## config.mk

```make
export PLATFORM = sky130hd
export DESIGN_NAME = sl_preceptron_mac_engine
export DESIGN_NICKNAME = d
export VERILOG_FILES = /design/src/rtl/sl_preceptron_mac_engine.sv
export SDC_FILE = /design/constraint.sdc
export NUM_CORES = 1
export LEC_CHECK = 0
export BUFFER_PORTS_ARGS = -buffer_cell sky130_fd_sc_hd__buf_2
export CORE_UTILIZATION = 59
export CTS_CLUSTER_DIAMETER = 150
export CTS_CLUSTER_SIZE = 12
export DETAILED_ROUTE_END_ITERATION = 8
export GPL_ROUTABILITY_DRIVEN = 0
export GPL_TIMING_DRIVEN = 0
export PLACE_DENSITY = 0.87
export RECOVER_POWER = 100
export SLEW_MARGIN = 20
export SYNTH_ARGS = -nofsm -noshare
export SYNTH_HDL_FRONTEND = slang
export SYNTH_SLANG_ARGS = --single-unit
```

## constraint.sdc

```tcl
create_clock -name clk -period 16.4 [get_ports clk]
set_input_delay 1.64 -clock clk [delete_from_list [all_inputs] [get_ports clk]]
set_output_delay 1.64 -clock clk [all_outputs]
set_load 0.005 [all_outputs]
```

## src/rtl/sl_preceptron_mac_engine.sv

```systemverilog
// sl_preceptron_mac_engine: streaming signed dot product with a threshold compare.
// Define SL_PRECEPTRON_MAC_SAT_EN to make the accumulator saturate. Without it, the accumulator wraps.
module sl_preceptron_mac_engine #(
    parameter int DATA_WIDTH       = 8,
    parameter int WEIGHTS_WIDTH    = 8,
    parameter int MEM_ADDR_WIDTH   = 16,
    parameter int VECTOR_LENGTH    = 64,
    parameter int SUM_WIDTH        = 24,
    parameter int WEIGHT_BASE_ADDR = 0
) (
    input  logic                      clk,
    input  logic                      rst_n,
    input  logic                      i_start,
    input  logic                      i_data_in_valid,
    input  logic [DATA_WIDTH-1:0]     i_data_in,
    output logic                      o_mem_ren,
    output logic [MEM_ADDR_WIDTH-1:0] o_mem_addr,
    input  logic [WEIGHTS_WIDTH-1:0]  i_mem_rdata,
    input  logic [SUM_WIDTH-1:0]      i_cfg_threshold,
    output logic                      o_busy,
    output logic                      o_sum_valid,
    output logic [SUM_WIDTH-1:0]      o_sum_out,
    output logic                      o_comparator_out,
    output logic                      o_overflow
);
    localparam int IW = (VECTOR_LENGTH > 1) ? $clog2(VECTOR_LENGTH) : 1;
    localparam int PW = DATA_WIDTH + WEIGHTS_WIDTH;
    localparam logic [1:0] IDLE  = 2'd0;
    localparam logic [1:0] RUN   = 2'd1;
    localparam logic [1:0] DRAIN = 2'd2;
    localparam logic [1:0] DONE  = 2'd3;

    logic [1:0]             r_state;
    logic [IW-1:0]          r_idx;
    logic [SUM_WIDTH-1:0]   r_acc;
    logic                   r_ovf_flag;
    logic [DATA_WIDTH-1:0]  r_s1_data;
    logic                   r_s1_vld;
    logic [SUM_WIDTH-1:0]   r_sum_out;
    logic                   r_cmp;
    logic                   r_ovf;
    logic                   w_accept;
    logic                   w_last;
    logic                   w_done;
    logic                   w_add_ovf;
    logic                   w_cmp;
    logic signed [PW-1:0]   w_prod;
    logic signed [SUM_WIDTH:0] w_sum;
    logic [SUM_WIDTH-1:0]   w_acc_next;

    // A sample that arrives together with start is dropped, just as one that arrives in IDLE is.
    assign w_accept   = (r_state == RUN) && i_data_in_valid && !i_start;
    assign w_last     = r_idx == IW'(VECTOR_LENGTH - 1);
    assign w_done     = r_state == DONE;
    assign w_prod     = $signed(r_s1_data) * $signed(i_mem_rdata);
    assign w_sum      = $signed({r_acc[SUM_WIDTH-1], r_acc}) + (SUM_WIDTH + 1)'(w_prod);
    assign w_add_ovf  = w_sum[SUM_WIDTH] ^ w_sum[SUM_WIDTH-1];
`ifdef SL_PRECEPTRON_MAC_SAT_EN
    assign w_acc_next = !w_add_ovf ? w_sum[SUM_WIDTH-1:0] :
                        w_sum[SUM_WIDTH] ? {1'b1, {(SUM_WIDTH-1){1'b0}}} : {1'b0, {(SUM_WIDTH-1){1'b1}}};
`else
    assign w_acc_next = w_sum[SUM_WIDTH-1:0];
`endif
    assign w_cmp            = $signed(r_acc) >= $signed(i_cfg_threshold);
    assign o_mem_ren        = w_accept;
    assign o_mem_addr       = MEM_ADDR_WIDTH'(WEIGHT_BASE_ADDR) + MEM_ADDR_WIDTH'(r_idx);
    assign o_busy           = (r_state == RUN) || (r_state == DRAIN);
    assign o_sum_valid      = w_done;
    // The result outputs show the new values during the sum_valid cycle and hold them after it.
    assign o_sum_out        = w_done ? r_acc : r_sum_out;
    assign o_comparator_out = w_done ? w_cmp : r_cmp;
    assign o_overflow       = w_done ? r_ovf_flag : r_ovf;

    // Sequencer, stage-1 sample register and stage-2 accumulator. Start discards any product still in flight.
    always_ff @(posedge clk or negedge rst_n) begin
        if (!rst_n) begin
            r_state    <= IDLE;
            r_idx      <= '0;
            r_acc      <= '0;
            r_ovf_flag <= 1'b0;
            r_s1_data  <= '0;
            r_s1_vld   <= 1'b0;
        end else begin
            r_s1_vld <= w_accept;
            if (w_accept)
                r_s1_data <= i_data_in;
            if (i_start) begin
                r_state    <= RUN;
                r_idx      <= '0;
                r_acc      <= '0;
                r_ovf_flag <= 1'b0;
            end else begin
                if (r_s1_vld) begin
                    r_acc      <= w_acc_next;
                    r_ovf_flag <= r_ovf_flag | w_add_ovf;
                end
                if (w_accept)
                    r_idx <= w_last ? '0 : r_idx + 1'b1;
                r_state <= (w_accept && w_last) ? DRAIN :
                           (r_state == DRAIN)   ? DONE  :
                           w_done               ? IDLE  : r_state;
            end
        end
    end

    // Capture the published result so that it holds until the next vector completes.
    always_ff @(posedge clk or negedge rst_n) begin
        if (!rst_n) begin
            r_sum_out <= '0;
            r_cmp     <= 1'b0;
            r_ovf     <= 1'b0;
        end else if (w_done) begin
            r_sum_out <= r_acc;
            r_cmp     <= w_cmp;
            r_ovf     <= r_ovf_flag;
        end
    end
endmodule

```

==> results.toml, run 1 <==
[synthesis]
synthTopCellsByArea = "fa_1, dfrtp_1, ha_1"
avgSynthCellArea_um2 = 10.1
synth-main-ff-cell = "dfrtp_1"
yosysSeqAreaShare_pct = 21.6
synth-edff-count = 0
synth.largest_area_cell = "fa_1"
ys_seq_elements = 68
syn_area_um2 = 7870
synth_warnings = 0
synth_cell_type_count = 65
yosys.area.top_type_share_pct = 27.5
ys_async_sr_fraction_pct = 100
synth_cells = 780

[clocking]
cts_root_buf = "clkbuf_16"
cts_post_setup_buffers_inserted = 0
ctsResizeCount = 0
clk_pin_slew_ns = 0.06
hold_buffers = 0
cts_sinks = 68
cts_tree = "built"
cts_buffers = 9
ctsHtreeMaxLevel = 3
clockBufferDepth = 2
worstSkewPairLatency_ns = 0.35

[final_layout]
nets = 1114
fillers = 982
area_growth_pct = 11.8
layout.cells.most_common = "inv_1"
diodes = 0
final_core_util_pct = 68.6
drive_above_1_share_pct = 14.2
mostFrequentLayoutCells = "inv_1, fa_1, ha_1"

[sta]
finalCritPeriodShare_pct = 47.9
drv_slew = 71
relSlewSlack_pct = -43.0
max_freq_mhz = 127
setup_tns_ns = 0
rsz0062_at_grt = "false"
clock_skew_ns = 0.00481
tightestPinTransition_ns = 2.15
period_minus_slack_ns = 7.85
finalHoldViolCount = 0
finalSetupViolCount = 0

[worst_setup_path]
worstSetupEndpoint = "r_acc[21]$_DFFE_PN0P_"
crit_family = "adder cells"
rr_worst_depth = 16
critPathLaunchType = "input port"
slowest_delay_ns = 1.13
cp_common_cell = "fa_1"
critical_path_class = "in -> reg"
path_buf_inv = 3
r2r_slack_ns = 9.66
cp_slowest_cell = "and2_0"
path_cells = "clkbuf_1 > and2_0 > inv_1 > fa_1 > inv_1 > fa_1 > fa_1 > fa_1 > fa_1 > ha_1 > o211ai_1 > o211ai_1 > a21boi_0 > o311ai_0 > o31ai_1 > xor2_1 > o21ai_0"
worst_ep_arrival_time_ns = 8.12
cp-end-kind = "flip-flop"
path_depth = 17
timing.rr.start = "r_s1_data[7]$_DFFE_PN0P_"
rr_endpoint = "r_acc[21]$_DFFE_PN0P_"
crit_required_ns = 16.66
cp_max_fo = 17
crit_start = "i_mem_rdata[0]"

[die]
die_h_um = 117
die_x_um = 117
rows = 41
core_um2 = 12800
start_util_pct = 61.4
fp.dieArea_um2 = 13800
pin_count = 89

[route]
wl_per_cell_um = 16.3
vias = 5878
antenna_left = 0
firstDrtPassIters = 5
drt_wl_total_mm = 17.2
via_per_inst = 5.57
drc_errors = 0
drt_iter0_markers = 326

[flow_run]
drv_cap = 2

[placement]
dpl.hpwl_mm = 13.9
portBuffers = 77

[global_routing]
gr-total-overflow = 0
track_usage_pct = 27.1
grt_max_degree = 41
grt_pass1_vias = 6150
antenna_found_initial = 0
grt_pass1_wl_mm = 29.3

[outcome]
status = "finished with violations"
violations = "max-capacitance violations, max-slew violations"

[worst_hold_path]
min_path_type = "reg -> reg"
==> worst register-to-register path, stage by stage (launching register included) <==
cell,delay [ns]
dfrtp_1,0.49
and2_0,1.12
inv_1,0.17
fa_1,0.56
inv_1,0.06
fa_1,0.53
fa_1,0.48
fa_1,0.58
fa_1,0.43
ha_1,0.36
o211ai_1,0.14
o211ai_1,0.27
a21boi_0,0.21
o311ai_0,0.75
o31ai_1,0.15
xor2_1,0.17
o21ai_0,0.19
==> routing by layer <==
layer	wire [um]	vias to the layer above	global-route usage (%)
met5	0	-	0
met4	572	0	11.1
met3	780	38	5.18
met2	8990	165	47.5
met1	6870	2957	32.9
li1	-	2718	-
==> per-stage QoR <==
step	worst slack (ns)	cells	cell area, um^2	hold slack [ns]
global route	8.22	1055	8790	0.505
floorplan	9.59	789	7900	0.470
finish	8.55	1055	8790	0.479
detailed placement	9.05	1039	8530	0.482
global placement	9.18	1038	8500	0.475
CTS	9.37	1055	8820	0.495
==> flip-flops by register name, summed over array words and instances (netlist names) <==
signal	cells
r_acc	24
r_sum_out	24
r_s1_data	8
r_idx	6
r_state	2
r_cmp	1
r_ovf	1
r_ovf_flag	1
r_s1_vld	1
==> kinds of logic (layout without fill, tap and decap cells) <==
logic type | after synthesis | after routing | synth area share, %
buf+inv | 168 | 262 | 8.51
compound gates | 101 | 101 | 8.60
fa+ha+maj | 192 | 192 | 40.8
simple gates | 183 | 183 | 11.6
other cells | 1 | 10 | 0.0477
xor+xnor | 19 | 19 | 2.11
mux | 48 | 48 | 6.63
flops | 68 | 68 | 21.6
==> how the worst min path moves through the flow <==
stage                       startpoint                 endpoint  slack [ns]  cells after the start
4_1_cts        r_sum_out[18]$_DFF_PN0_  r_sum_out[18]$_DFF_PN0_        0.50                      1
3_5_place_dp   r_sum_out[18]$_DFF_PN0_  r_sum_out[18]$_DFF_PN0_        0.48                      1
2_1_floorplan   r_ovf_flag$_DFFE_PN0P_   r_ovf_flag$_DFFE_PN0P_        0.47                      2
6_report       r_sum_out[23]$_DFF_PN0_  r_sum_out[23]$_DFF_PN0_        0.48                      1
3_3_place_gp   r_sum_out[22]$_DFF_PN0_  r_sum_out[22]$_DFF_PN0_        0.48                      1
5_1_grt        r_sum_out[22]$_DFF_PN0_  r_sum_out[22]$_DFF_PN0_        0.50                      1
==> synth_stat cells (12+ instances only) <==
library cell,n
inv_1,142
fa_1,108
ha_1,84
dfrtp_1,68
nor2_1,52
nand2_1,41
and2_1,35
mux2_2,33
a21oi_1,24
o21ai_0,18
mux2i_1,15
xnor2_1,13
clkbuf_1,12
==> layout make-up <==
cell class | instances | area, um^2 | share of cell area, %
multi-input combinational | 553 | 5530 | 62.9
sequential | 68 | 1700 | 19.4
timing repair buffer | 78 | 380 | 4.33
inverter | 143 | 537 | 6.10
tap | 172 | 215 | 2.45
clock inverter | 4 | 32.5 | 0.370
buffer | 25 | 133 | 1.51
clock buffer | 12 | 267 | 3.03
Power of run 1 is left out: the tool's default activity adds up to more than one toggle a clock period on the data nets, which glitch-free logic cannot reach.
==> run 2: changes to the inputs <==
clock period = 7.8 ns   (was 16.4 ns; I/O delays follow)
==> run 2 against run 1 <==
Effect of this change:
- the run still ends with max-capacitance violations, max-slew violations left
- via count is 0.15% lower
- sequential share of layout area barely moved
- die area unchanged
- setup slack worse by 7.5 ns
- non-clock buffer count did not move
- routed wire length is 0.12% lower
- utilization about the same
- hold slack improved by 0.00095 ns
- cell count unchanged
- flip-flop and latch count did not move
- critical path type unchanged
- critical endpoint unchanged
==> results.toml, run 2 (same netlist as run 1, synthesis figures left out) <==
[outcome]
status = "finished with violations"
violations = "max-capacitance violations, max-slew violations"

[final_layout]
final_core_util_pct = 68.6
finalInstanceArea_um2 = 8790
diodes = 0
fillers = 983
layout.cells.most_common = "inv_1"
area_growth_pct = 11.8
mostFrequentLayoutCells = "inv_1, fa_1, ha_1"
drive_above_1_share_pct = 14.3
nets = 1114
largestRegisters = "r_acc x24, r_sum_out x24, r_s1_data x8"

[clocking]
worstSkewPairLatency_ns = 0.35
ctsHtreeMaxLevel = 3
hold_buffers = 0
clk_pin_slew_ns = 0.06
cts_post_setup_buffers_inserted = 0
cts_root_buf = "clkbuf_16"
cts_sinks = 68
cts_buffers = 9
ctsResizeCount = 0
cts_tree = "built"
clockBufferDepth = 2

[route]
antenna_left = 0
via_per_inst = 5.56
firstDrtPassIters = 5
wl_per_cell_um = 16.3
vias = 5869
drt_iter0_markers = 315
drt_wl_total_mm = 17.2
drc_errors = 0

[die]
die_x_um = 117
start_util_pct = 61.4
rows = 41
fp.dieArea_um2 = 13800
core_um2 = 12800
pin_count = 89
die_h_um = 117

[sta]
clock_skew_ns = 0.00472
setup_tns_ns = 0
max_freq_mhz = 147
rsz0062_at_grt = "false"
relSlewSlack_pct = -42.7
finalCritPeriodShare_pct = 87.0
drv_slew = 71
finalSetupViolCount = 0
period_minus_slack_ns = 6.78
finalHoldViolCount = 0
tightestPinTransition_ns = 2.14

[placement]
placed_cell_area_um2 = 8530
dpl.hpwl_mm = 13.9
portBuffers = 77

[worst_setup_path]
critical_path_class = "in -> reg"
cp-end-kind = "flip-flop"
r2r_slack_ns = 1.27
critPathLaunchType = "input port"
worst_ep_arrival_time_ns = 7.05
crit_required_ns = 8.06
cp_max_fo = 17

[global_routing]
antenna_found_initial = 0
grt_pass1_wl_mm = 29.3
track_usage_pct = 27.1
grt_max_degree = 41
grt_pass1_vias = 6150
gr-total-overflow = 0

[flow_run]
drv_cap = 2

[worst_hold_path]
min_path_type = "reg -> reg"
[run 2: worst max-delay path, stage by stage]
cell	delay, ns
clkbuf_1	0.29
and2_0	1.13
inv_1	0.17
fa_1	0.56
inv_1	0.06
fa_1	0.53
fa_1	0.48
fa_1	0.58
fa_1	0.43
ha_1	0.36
o211ai_1	0.14
o211ai_1	0.27
a21boi_0	0.22
o311ai_1	0.56
o31ai_1	0.14
xor2_1	0.16
o21ai_0	0.18
[run 2: worst paths after layout]
path / endpoint / startpoint / depth (start not counted)
min: r_sum_out[23]$_DFF_PN0_ / r_sum_out[23]$_DFF_PN0_ / 1
max in group asynchronous: r_acc[19]$_DFFE_PN0P_ / rst_n / 2
max: r_acc[21]$_DFFE_PN0P_ / i_mem_rdata[0] / 17
max reg2reg: r_acc[21]$_DFFE_PN0P_ / r_s1_data[7]$_DFFE_PN0P_ / 16
min reg2reg: r_sum_out[23]$_DFF_PN0_ / r_sum_out[23]$_DFF_PN0_ / 1
min in group asynchronous: r_sum_out[1]$_DFF_PN0_ / rst_n / 1
[run 2: through the flow]
stage | worst slack, ns | hold slack (ns) | instances
CTS | 1.63 | 0.373 | 1055
global placement | 1.44 | 0.475 | 1038
finish | 1.02 | 0.480 | 1055
floorplan | 1.85 | 0.470 | 789
detailed placement | 1.31 | 0.482 | 1039
global route | 0.697 | 0.505 | 1055
[run 2: final cells by class]
type	count	area (um^2)	share of cell area (%)
clock inverter	4	32.5	0.370
timing repair buffer	78	382	4.34
inverter	143	537	6.10
buffer	25	133	1.51
multi-input combinational	553	5530	62.9
tap	172	215	2.45
clock buffer	12	267	3.03
sequential	68	1700	19.3
[run 2: layer usage]
metal | global-route usage [%] | routed length, um
met1 | 32.9 | 6840
met2 | 47.5 | 8980
met3 | 5.18 | 812
met4 | 11.1 | 562
met5 | 0 | 0
Power of run 2 is left out for the same reason.
